`config.mk`:
```
export PLATFORM = sky130hd
export DESIGN_NAME = dlfloat16_addsub_pipe
export DESIGN_NICKNAME = d
export VERILOG_FILES = /design/src/rtl/dlfloat16_addsub_pipe.sv
export SDC_FILE = /design/constraint.sdc
export NUM_CORES = 2
export LEC_CHECK = 0
export ABC_AREA = 1
export CAP_MARGIN = 20
export CORE_UTILIZATION = 45
export DETAILED_ROUTE_END_ITERATION = 12
export DONT_BUFFER_PORTS = 1
export GPL_TIMING_DRIVEN = 0
export PLACE_DENSITY = 0.64
export SLEW_MARGIN = 20
export SYNTH_ARGS = -nofsm -noshare
export SYNTH_HDL_FRONTEND = slang
export SYNTH_SLANG_ARGS = --single-unit
```
`constraint.sdc`:
```
create_clock -name clk -period 3.3 [get_ports clk]
set_input_delay 0.33 -clock clk [delete_from_list [all_inputs] [get_ports clk]]
set_output_delay 0.33 -clock clk [all_outputs]
set_load 0.1 [all_outputs]
```
`src/rtl/dlfloat16_addsub_pipe.sv`:
```
// Three-stage multi-lane DLFloat16 add/sub (align, add, normalise/pack) with global stall.
// Define DLF_ADDSUB_RNE_EN for round-to-nearest-even; otherwise results truncate toward zero.

module dlfloat16_addsub_lane (
  input  logic        clk,
  input  logic        rst_n,
  input  logic        en1_i,
  input  logic        en2_i,
  input  logic        en3_i,
  input  logic        op_i,
  input  logic [15:0] a_i,
  input  logic [15:0] b_i,
  output logic [15:0] c_o,
  output logic [2:0]  flags_o
);
  // ---------------- S1: decode, specials, align ----------------
  logic [15:0] b_eff;
  logic        a_nan, b_nan, a_zero, b_zero, a_big;
  logic [14:0] big_mag, sml_mag;
  logic        big_sign;
  logic [5:0]  dexp;
  logic [23:0] shf;
  logic [12:0] sml_al;
  logic        spec_d;
  logic [15:0] sres_d;
  logic [2:0]  sflg_d;

  assign b_eff    = {b_i[15] ^ op_i, b_i[14:0]};
  assign a_nan    = (a_i == 16'hFFFF);
  assign b_nan    = (b_i == 16'hFFFF);
  assign a_zero   = (a_i[14:9] == 6'd0);
  assign b_zero   = (b_i[14:9] == 6'd0);
  assign a_big    = (a_i[14:0] >= b_eff[14:0]);
  assign big_mag  = a_big ? a_i[14:0] : b_eff[14:0];
  assign sml_mag  = a_big ? b_eff[14:0] : a_i[14:0];
  assign big_sign = a_big ? a_i[15] : b_eff[15];
  assign dexp     = big_mag[14:9] - sml_mag[14:9];
  // Significand plus guard/round, shifted through a 12-bit catch field for sticky.
  assign shf      = {1'b1, sml_mag[8:0], 2'b00, 12'd0} >> dexp;
  assign sml_al   = (dexp >= 6'd12) ? 13'd1 : {shf[23:12], |shf[11:0]};

  always_comb begin
    spec_d = 1'b1;
    sres_d = 16'h0000;
    sflg_d = 3'b000;
    if (a_nan || b_nan) begin
      sres_d = 16'hFFFF;
      sflg_d = 3'b100;
    end else if (a_zero && b_zero) begin
      sres_d = 16'h0000;
    end else if (a_zero) begin
      sres_d = b_eff;
    end else if (b_zero) begin
      sres_d = a_i;
    end else begin
      spec_d = 1'b0;
    end
  end

  logic        s1_spec_q, s1_sign_q, s1_sub_q;
  logic [15:0] s1_res_q;
  logic [2:0]  s1_flg_q;
  logic [5:0]  s1_exp_q;
  logic [9:0]  s1_big_q;
  logic [12:0] s1_sml_q;

  always_ff @(posedge clk or negedge rst_n) begin
    if (!rst_n) begin
      s1_spec_q <= 1'b0;
      s1_res_q  <= '0;
      s1_flg_q  <= '0;
      s1_sign_q <= 1'b0;
      s1_sub_q  <= 1'b0;
      s1_exp_q  <= '0;
      s1_big_q  <= '0;
      s1_sml_q  <= '0;
    end else if (en1_i) begin
      s1_spec_q <= spec_d;
      s1_res_q  <= sres_d;
      s1_flg_q  <= sflg_d;
      s1_sign_q <= big_sign;
      s1_sub_q  <= a_i[15] ^ b_eff[15];
      s1_exp_q  <= big_mag[14:9];
      s1_big_q  <= {1'b1, big_mag[8:0]};
      s1_sml_q  <= sml_al;
    end
  end

  // ---------------- S2: magnitude add / subtract ----------------
  logic [13:0] sum_d;
  assign sum_d = s1_sub_q ? ({1'b0, s1_big_q, 3'b000} - {1'b0, s1_sml_q})
                          : ({1'b0, s1_big_q, 3'b000} + {1'b0, s1_sml_q});

  logic        s2_spec_q, s2_sign_q;
  logic [15:0] s2_res_q;
  logic [2:0]  s2_flg_q;
  logic [5:0]  s2_exp_q;
  logic [13:0] s2_sum_q;

  always_ff @(posedge clk or negedge rst_n) begin
    if (!rst_n) begin
      s2_spec_q <= 1'b0;
      s2_res_q  <= '0;
      s2_flg_q  <= '0;
      s2_sign_q <= 1'b0;
      s2_exp_q  <= '0;
      s2_sum_q  <= '0;
    end else if (en2_i) begin
      s2_spec_q <= s1_spec_q;
      s2_res_q  <= s1_res_q;
      s2_flg_q  <= s1_flg_q;
      s2_sign_q <= s1_sign_q;
      s2_exp_q  <= s1_exp_q;
      s2_sum_q  <= sum_d;
    end
  end

  // ---------------- S3: normalise, round, pack ----------------
  logic [3:0]        lz;
  logic [13:0]       norm;
  logic signed [7:0] exp_n, exp_f;
  logic [9:0]        sig_f;
  logic              unused_hid;

  always_comb begin
    lz = 4'd0;
    for (int i = 0; i < 14; i++)
      if (s2_sum_q[i]) lz = 4'(13 - i);
  end

  // Leading one lands on bit 13; bit 13 set pre-shift is the +1 carry case.
  assign norm  = s2_sum_q << lz;
  assign exp_n = $signed({2'b00, s2_exp_q}) + 8'sd1 - $signed({4'd0, lz});

`ifdef DLF_ADDSUB_RNE_EN
  logic        rnd_up;
  logic [10:0] sig_r;
  assign rnd_up = norm[3] & (norm[2] | norm[1] | norm[0] | norm[4]);
  assign sig_r  = {1'b0, norm[13:4]} + {10'd0, rnd_up};
  assign sig_f  = sig_r[10] ? sig_r[10:1] : sig_r[9:0];
  assign exp_f  = exp_n + (sig_r[10] ? 8'sd1 : 8'sd0);
`else
  logic unused_grs;
  assign unused_grs = ^norm[3:0];
  assign sig_f      = norm[13:4];
  assign exp_f      = exp_n;
`endif
  assign unused_hid = sig_f[9];

  logic [15:0] c_d, c_q;
  logic [2:0]  f_d, f_q;

  always_comb begin
    c_d = {s2_sign_q, exp_f[5:0], sig_f[8:0]};
    f_d = 3'b000;
    if (s2_spec_q) begin
      c_d = s2_res_q;
      f_d = s2_flg_q;
    end else if (s2_sum_q == 14'd0) begin
      c_d = 16'h0000;
    end else if (exp_f >= 8'sd63) begin
      c_d = {s2_sign_q, 15'h7DFE};
      f_d = 3'b010;
    end else if (exp_f <= 8'sd0) begin
      c_d = {s2_sign_q, 15'h0201};
      f_d = 3'b001;
    end
  end

  always_ff @(posedge clk or negedge rst_n) begin
    if (!rst_n) begin
      c_q <= '0;
      f_q <= '0;
    end else if (en3_i) begin
      c_q <= c_d;
      f_q <= f_d;
    end
  end

  assign c_o     = c_q;
  assign flags_o = f_q;
endmodule

module dlfloat16_addsub_pipe #(
  parameter int LANES = 4
) (
  input  logic                 clk,
  input  logic                 rst_n,
  input  logic                 in_valid,
  output logic                 in_ready,
  input  logic                 in_op,
  input  logic [16*LANES-1:0]  in_a,
  input  logic [16*LANES-1:0]  in_b,
  output logic                 out_valid,
  input  logic                 out_ready,
  output logic [16*LANES-1:0]  out_c,
  output logic [3*LANES-1:0]   out_flags,
  output logic [2:0]           sticky_flags,
  input  logic                 clr_flags
);
  localparam int STAGES = 3;

  logic [STAGES-1:0] vld_pipe_q;
  logic              advance;
  logic [2:0]        lane_or;
  logic [2:0]        sticky_q;

  // Global stall: every stage holds together, bubbles included.
  assign advance   = !vld_pipe_q[STAGES-1] | out_ready;
  assign in_ready  = advance;
  assign out_valid = vld_pipe_q[STAGES-1];

  always_ff @(posedge clk or negedge rst_n) begin
    if (!rst_n) vld_pipe_q <= '0;
    else if (advance) vld_pipe_q <= {vld_pipe_q[STAGES-2:0], in_valid};
  end

  always_comb begin
    lane_or = 3'b000;
    for (int l = 0; l < LANES; l++) lane_or = lane_or | out_flags[3*l +: 3];
  end

  always_ff @(posedge clk or negedge rst_n) begin
    if (!rst_n) sticky_q <= '0;
    else if (clr_flags) sticky_q <= '0;
    else if (out_valid && out_ready) sticky_q <= sticky_q | lane_or;
  end
  assign sticky_flags = sticky_q;

  for (genvar g = 0; g < LANES; g++) begin : g_lane
    dlfloat16_addsub_lane u_lane (
      .clk     (clk),
      .rst_n   (rst_n),
      .en1_i   (advance & in_valid),
      .en2_i   (advance & vld_pipe_q[0]),
      .en3_i   (advance & vld_pipe_q[1]),
      .op_i    (in_op),
      .a_i     (in_a[16*g +: 16]),
      .b_i     (in_b[16*g +: 16]),
      .c_o     (out_c[16*g +: 16]),
      .flags_o (out_flags[3*g +: 3])
    );
  end
endmodule

```
==> run_summary.xml <==
<?xml version="1.0" encoding="UTF-8"?>
<metrics>
  <group name="yosys">
    <metric name="synth.distinct_cells" unit="">60</metric>
    <metric name="synth.most_common_cell" unit="">sky130_fd_sc_hd__nand2_1</metric>
    <metric name="netlist_instances" unit="">4450</metric>
    <metric name="async_reset_ff_share" unit="%">100</metric>
    <metric name="synth_edf_count" unit="">0</metric>
    <metric name="syn-num-nets" unit="">4760</metric>
    <metric name="synthesis.yosys.warnings" unit="">0</metric>
    <metric name="synth-seq-cells" unit="">431</metric>
    <metric name="netlist_top_cells_count" unit="">sky130_fd_sc_hd__nand2_1 (1253), sky130_fd_sc_hd__inv_1 (545), sky130_fd_sc_hd__dfrtp_1 (431), sky130_fd_sc_hd__o21ai_0 (428), sky130_fd_sc_hd__nand3_1 (359)</metric>
    <metric name="synthesis.area_per_instance" unit="um^2">6.88</metric>
    <metric name="synth_top_cell_area_share" unit="%">35.2</metric>
    <metric name="synthesis.area" unit="um^2">30600</metric>
    <metric name="post_synthesis_sequential_area_ratio" unit="%">35.2</metric>
    <metric name="synth_top_flop_cell" unit="">sky130_fd_sc_hd__dfrtp_1</metric>
    <metric name="post-synth-top-area-cell" unit="">sky130_fd_sc_hd__dfrtp_1</metric>
    <metric name="synth_area_leaders" unit="">sky130_fd_sc_hd__dfrtp_1 (35%), sky130_fd_sc_hd__nand2_1 (15%), sky130_fd_sc_hd__o21ai_0 (7.0%)</metric>
  </group>
  <group name="global_routing">
    <metric name="grt-ovfl-total" unit="">0</metric>
    <metric name="pin_count_of_the_biggest_net_entering_global_routing" unit="">432</metric>
    <metric name="global_route.usage.total" unit="%">33.1</metric>
    <metric name="antenna_found_initial" unit="">1</metric>
    <metric name="wire_length_of_the_first_global_routing_pass" unit="um">178000</metric>
    <metric name="grt_pass1_vias" unit="">29612</metric>
  </group>
  <group name="route">
    <metric name="vias_per_cell" unit="">5.77</metric>
    <metric name="detail_route.iter0.violations" unit="">3850</metric>
    <metric name="drt_pre_antenna_iters" unit="">9</metric>
    <metric name="wl_per_cell" unit="um">20.9</metric>
    <metric name="ant_nets" unit="">0</metric>
    <metric name="post-route-drc-count" unit="">0</metric>
    <metric name="vias" unit="">32275</metric>
    <metric name="route.final.wire_length" unit="um">117000</metric>
  </group>
  <group name="setup_path">
    <metric name="cp.arrival" unit="ps">3830</metric>
    <metric name="worst-path-max-fanout" unit="">6</metric>
    <metric name="criticalPathCategory" unit="">flop to flop</metric>
    <metric name="startpoint_type" unit="">flop</metric>
    <metric name="cp-end-kind" unit="">flop</metric>
    <metric name="worst_ep_required_time" unit="ps">3780</metric>
    <metric name="rrSetupSlack" unit="ps">-50</metric>
    <metric name="worst-r2r-cell-count" unit="">26</metric>
  </group>
  <group name="outcome">
    <metric name="outcome" unit="">finished, violations left</metric>
    <metric name="violations_in_the_final_reports" unit="">hold timing, setup timing</metric>
  </group>
  <group name="power">
    <metric name="leakage_power_summed_over_all_cells" unit="uW">0.0180</metric>
    <metric name="vdd_drop_max" unit="mV">0.591</metric>
    <metric name="power_density" unit="nW/um^2">1020</metric>
  </group>
  <group name="final_layout">
    <metric name="final_cell_area" unit="um^2">36200</metric>
    <metric name="num-fill-cells" unit="">6594</metric>
    <metric name="layout.area.seq" unit="um^2">10800</metric>
    <metric name="finalNetCount" unit="">4989</metric>
    <metric name="post_route_cells_drive_above_1_share" unit="%">10.8</metric>
    <metric name="fin_util" unit="%">53.8</metric>
    <metric name="multi_input_comb_area" unit="um^2">18100</metric>
    <metric name="area.growth.synth_to_final" unit="%">18.3</metric>
  </group>
  <group name="sta">
    <metric name="hold_violations" unit="">431</metric>
    <metric name="timing_max_transition_violations_final" unit="">0</metric>
    <metric name="fin_tns_setup" unit="ps">-193</metric>
    <metric name="max_freq" unit="GHz">0.298</metric>
    <metric name="worstMarginPinSlew" unit="ps">1240</metric>
    <metric name="whs" unit="ps">-535</metric>
    <metric name="finalWorstSetupSlack" unit="ps">-53.9</metric>
    <metric name="setup_viol" unit="">8</metric>
    <metric name="grt_setup_unrepaired" unit="">yes</metric>
    <metric name="min_period_over_period" unit="%">102</metric>
    <metric name="final_period_minus_worst_setup_slack" unit="ps">3350</metric>
    <metric name="maxSlewHeadroom" unit="%">17.5</metric>
    <metric name="post_route_skew" unit="ps">31.5</metric>
  </group>
  <group name="floorplanning">
    <metric name="io-pin-count" unit="">215</metric>
    <metric name="initial_core_util" unit="%">45.5</metric>
    <metric name="die-area" unit="um^2">69000</metric>
    <metric name="rows" unit="">95</metric>
    <metric name="dieWidth" unit="um">263</metric>
    <metric name="die_h" unit="um">263</metric>
    <metric name="fp.coreArea" unit="um^2">67300</metric>
  </group>
  <group name="placement">
    <metric name="portBuffers" unit="">0</metric>
    <metric name="post-dp-hpwl" unit="um">88500</metric>
    <metric name="routabilityCongestion" unit="">1.07</metric>
    <metric name="post_dp_cell_area" unit="um^2">31800</metric>
  </group>
  <group name="cts">
    <metric name="cts-htree-levels" unit="">2</metric>
    <metric name="max-clock-path-buffers" unit="">3</metric>
    <metric name="cts_hold_buffers" unit="">76</metric>
    <metric name="clockRootBuffer" unit="">sky130_fd_sc_hd__clkbuf_16</metric>
    <metric name="cts_sinks" unit="">431</metric>
    <metric name="clock_insertion_delay_worst_skew" unit="ps">620</metric>
    <metric name="cts-buffers-inserted" unit="">50</metric>
    <metric name="cts.reportedPaths.clkPinSlew" unit="ps">70</metric>
    <metric name="cts_tree" unit="">built</metric>
  </group>
  <group name="run">
    <metric name="max_cap_violations" unit="">0</metric>
  </group>
  <group name="min_path">
    <metric name="type_of_the_tightest_min_delay_check" unit="">input port to async pin</metric>
  </group>
</metrics>
==> logic make-up (layout without fill, tap and decap cells) <==
family,count (synthesis),in the layout,synth area share (%)
simple gates,2100,2101,29.1
compound gates,941,941,17.0
buf+inv,728,994,9.07
flops,431,431,35.2
fa+ha+maj,176,176,7.39
xor+xnor,70,70,2.00
mux,4,4,0.131
other cells,0,1,0
==> final timing paths <==
| path | start | end |
|---|---|---|
| worst max-delay path | g_lane[2].u_lane.s2_sum_q[2] | g_lane[2].u_lane.c_o[10] |
| worst min-delay path | rst_n | g_lane[3].u_lane.c_o[11] |
| worst max register to register | g_lane[2].u_lane.s2_sum_q[2] | g_lane[2].u_lane.c_o[10] |
| worst min register to register | g_lane[1].u_lane.s1_exp_q[1] | g_lane[1].u_lane.s2_exp_q[1] |
| max in group asynchronous | rst_n | g_lane[2].u_lane.s2_sum_q[13] |
| min in group clk | in_b[24] | g_lane[1].u_lane.s1_big_q[8] |
==> state kept, by name (all words and copies together), names as in the netlist <==
| signal | count |
|---|---|
| g_lane.u_lane.c_o | 64 |
| g_lane.u_lane.flags_o | 12 |
| g_lane.u_lane.s1_sml_q | 52 |
| g_lane.u_lane.s2_res_q | 64 |
| g_lane.u_lane.s1_big_q | 37 |
| g_lane.u_lane.s2_spec_q | 4 |
| vld_pipe_q | 3 |
| g_lane.u_lane.s1_res_q | 64 |
| g_lane.u_lane.s1_sign_q | 4 |
| sticky_flags | 3 |
| g_lane.u_lane.s2_flg_q | 4 |
| g_lane.u_lane.s2_exp_q | 24 |
| g_lane.u_lane.s1_flg_q | 4 |
| g_lane.u_lane.s1_spec_q | 4 |
| g_lane.u_lane.s1_exp_q | 24 |
| g_lane.u_lane.s2_sum_q | 56 |
| g_lane.u_lane.s2_sign_q | 4 |
| g_lane.u_lane.s1_sub_q | 4 |
==> worst max-delay path, stage by stage (launching register included) <==
cell                      delay (ps)
sky130_fd_sc_hd__dfrtp_1         430
sky130_fd_sc_hd__inv_2           100
sky130_fd_sc_hd__o21ai_2          50
sky130_fd_sc_hd__nand2_1          60
sky130_fd_sc_hd__nand2_1          50
sky130_fd_sc_hd__nand2_1          70
sky130_fd_sc_hd__nand2_1          50
sky130_fd_sc_hd__nand2_1          50
sky130_fd_sc_hd__nand2_1          50
sky130_fd_sc_hd__nand2_1          70
sky130_fd_sc_hd__nand2_2          70
sky130_fd_sc_hd__nand2_4          90
sky130_fd_sc_hd__nand2_8          60
sky130_fd_sc_hd__ha_4            180
sky130_fd_sc_hd__fa_2            360
sky130_fd_sc_hd__or2_4           250
sky130_fd_sc_hd__nand2_4          80
sky130_fd_sc_hd__a21oi_4          60
sky130_fd_sc_hd__nand2_2          80
sky130_fd_sc_hd__xnor2_2          90
sky130_fd_sc_hd__nor2_2          160
sky130_fd_sc_hd__nand2_2          80
sky130_fd_sc_hd__nand2_4         130
sky130_fd_sc_hd__buf_4           140
sky130_fd_sc_hd__o21ai_4          70
sky130_fd_sc_hd__a22oi_2         230
sky130_fd_sc_hd__o21ai_1          90
==> stage by stage <==
step | power [uW] | worst slack [ps] | std cells | hold WS, ps
floorplan | 22100 | -21.4 | 4450 | 34.4
global placement | 26500 | -1570 | 5323 | 59.8
detailed placement | 26700 | -1390 | 5323 | 60.8
CTS | 34100 | -100 | 5541 | -604
global route | 39300 | -285 | 5590 | -570
finish | 36900 | -53.9 | 5591 | -535
==> layer usage <==
layer / share of wire (%) / up-vias / GRT usage [%]
met2: 42 / 1548 / 48.2
met1: 44 / 15221 / 48.0
met4: 4.2 / 0 / 12.2
met3: 10 / 267 / 7.16
met5: 0 / - / 0
li1: - / 15239 / -
==> layout make-up <==
type / instances / area share, %
well taps: 873 / 3.02
inverters: 565 / 5.93
diodes: 1 / 0.00691
plain buffers: 153 / 1.91
repair buffers: 186 / 4.53
clock buffers: 68 / 3.92
flip-flops and latches: 431 / 29.8
multi-input cells: 3292 / 50.0
clock inverters: 22 / 0.844
==> cells in the final DEF (no fill, tap or decap), types with 13 or more instances in the layout <==
cell type and n:
sky130_fd_sc_hd__a21oi_1 239, sky130_fd_sc_hd__a21oi_2 26, sky130_fd_sc_hd__a22oi_1 33, sky130_fd_sc_hd__a31oi_1 27, sky130_fd_sc_hd__buf_2 13, sky130_fd_sc_hd__buf_4 105
sky130_fd_sc_hd__buf_6 13, sky130_fd_sc_hd__clkbuf_1 104, sky130_fd_sc_hd__clkbuf_16 50, sky130_fd_sc_hd__clkbuf_2 19, sky130_fd_sc_hd__dfrtp_1 424, sky130_fd_sc_hd__dlygate4sd3_1 76
sky130_fd_sc_hd__ha_1 161, sky130_fd_sc_hd__inv_1 519, sky130_fd_sc_hd__inv_2 30, sky130_fd_sc_hd__nand2_1 1193, sky130_fd_sc_hd__nand2_2 42, sky130_fd_sc_hd__nand2_4 20
sky130_fd_sc_hd__nand3_1 344, sky130_fd_sc_hd__nand3_2 16, sky130_fd_sc_hd__nand4_1 106, sky130_fd_sc_hd__nor2_1 249, sky130_fd_sc_hd__nor2_2 20, sky130_fd_sc_hd__nor2_4 15
sky130_fd_sc_hd__nor3_1 28, sky130_fd_sc_hd__nor4_1 18, sky130_fd_sc_hd__o211ai_1 23, sky130_fd_sc_hd__o21ai_0 396, sky130_fd_sc_hd__o21ai_1 41, sky130_fd_sc_hd__o21bai_1 15
sky130_fd_sc_hd__o22ai_1 55, sky130_fd_sc_hd__o31ai_1 13, sky130_fd_sc_hd__xor2_1 57
==> repair_timing <==
item / 4_1_cts / 5_1_grt
gates cloned: 0 / 1
setup endpoints to repair: 270 / 186
resized for setup: 128 / 235
pin swaps: 39 / 112
hold endpoints to repair: 497 / 431
buffers inserted: 59 / 52
==> report_power, final <==
| part | leakage [uW] | switching (uW) | total [uW] | internal (uW) |
|---|---|---|---|---|
| clock | 0.000831 | 2360 | 5850 | 3490 |
| sequential | 0.00542 | 4960 | 11800 | 6850 |
| combinational | 0.0117 | 12100 | 19200 | 7160 |
| total | 0.0180 | 19400 | 36900 | 17500 |
(Power assumes the default switching activity.)
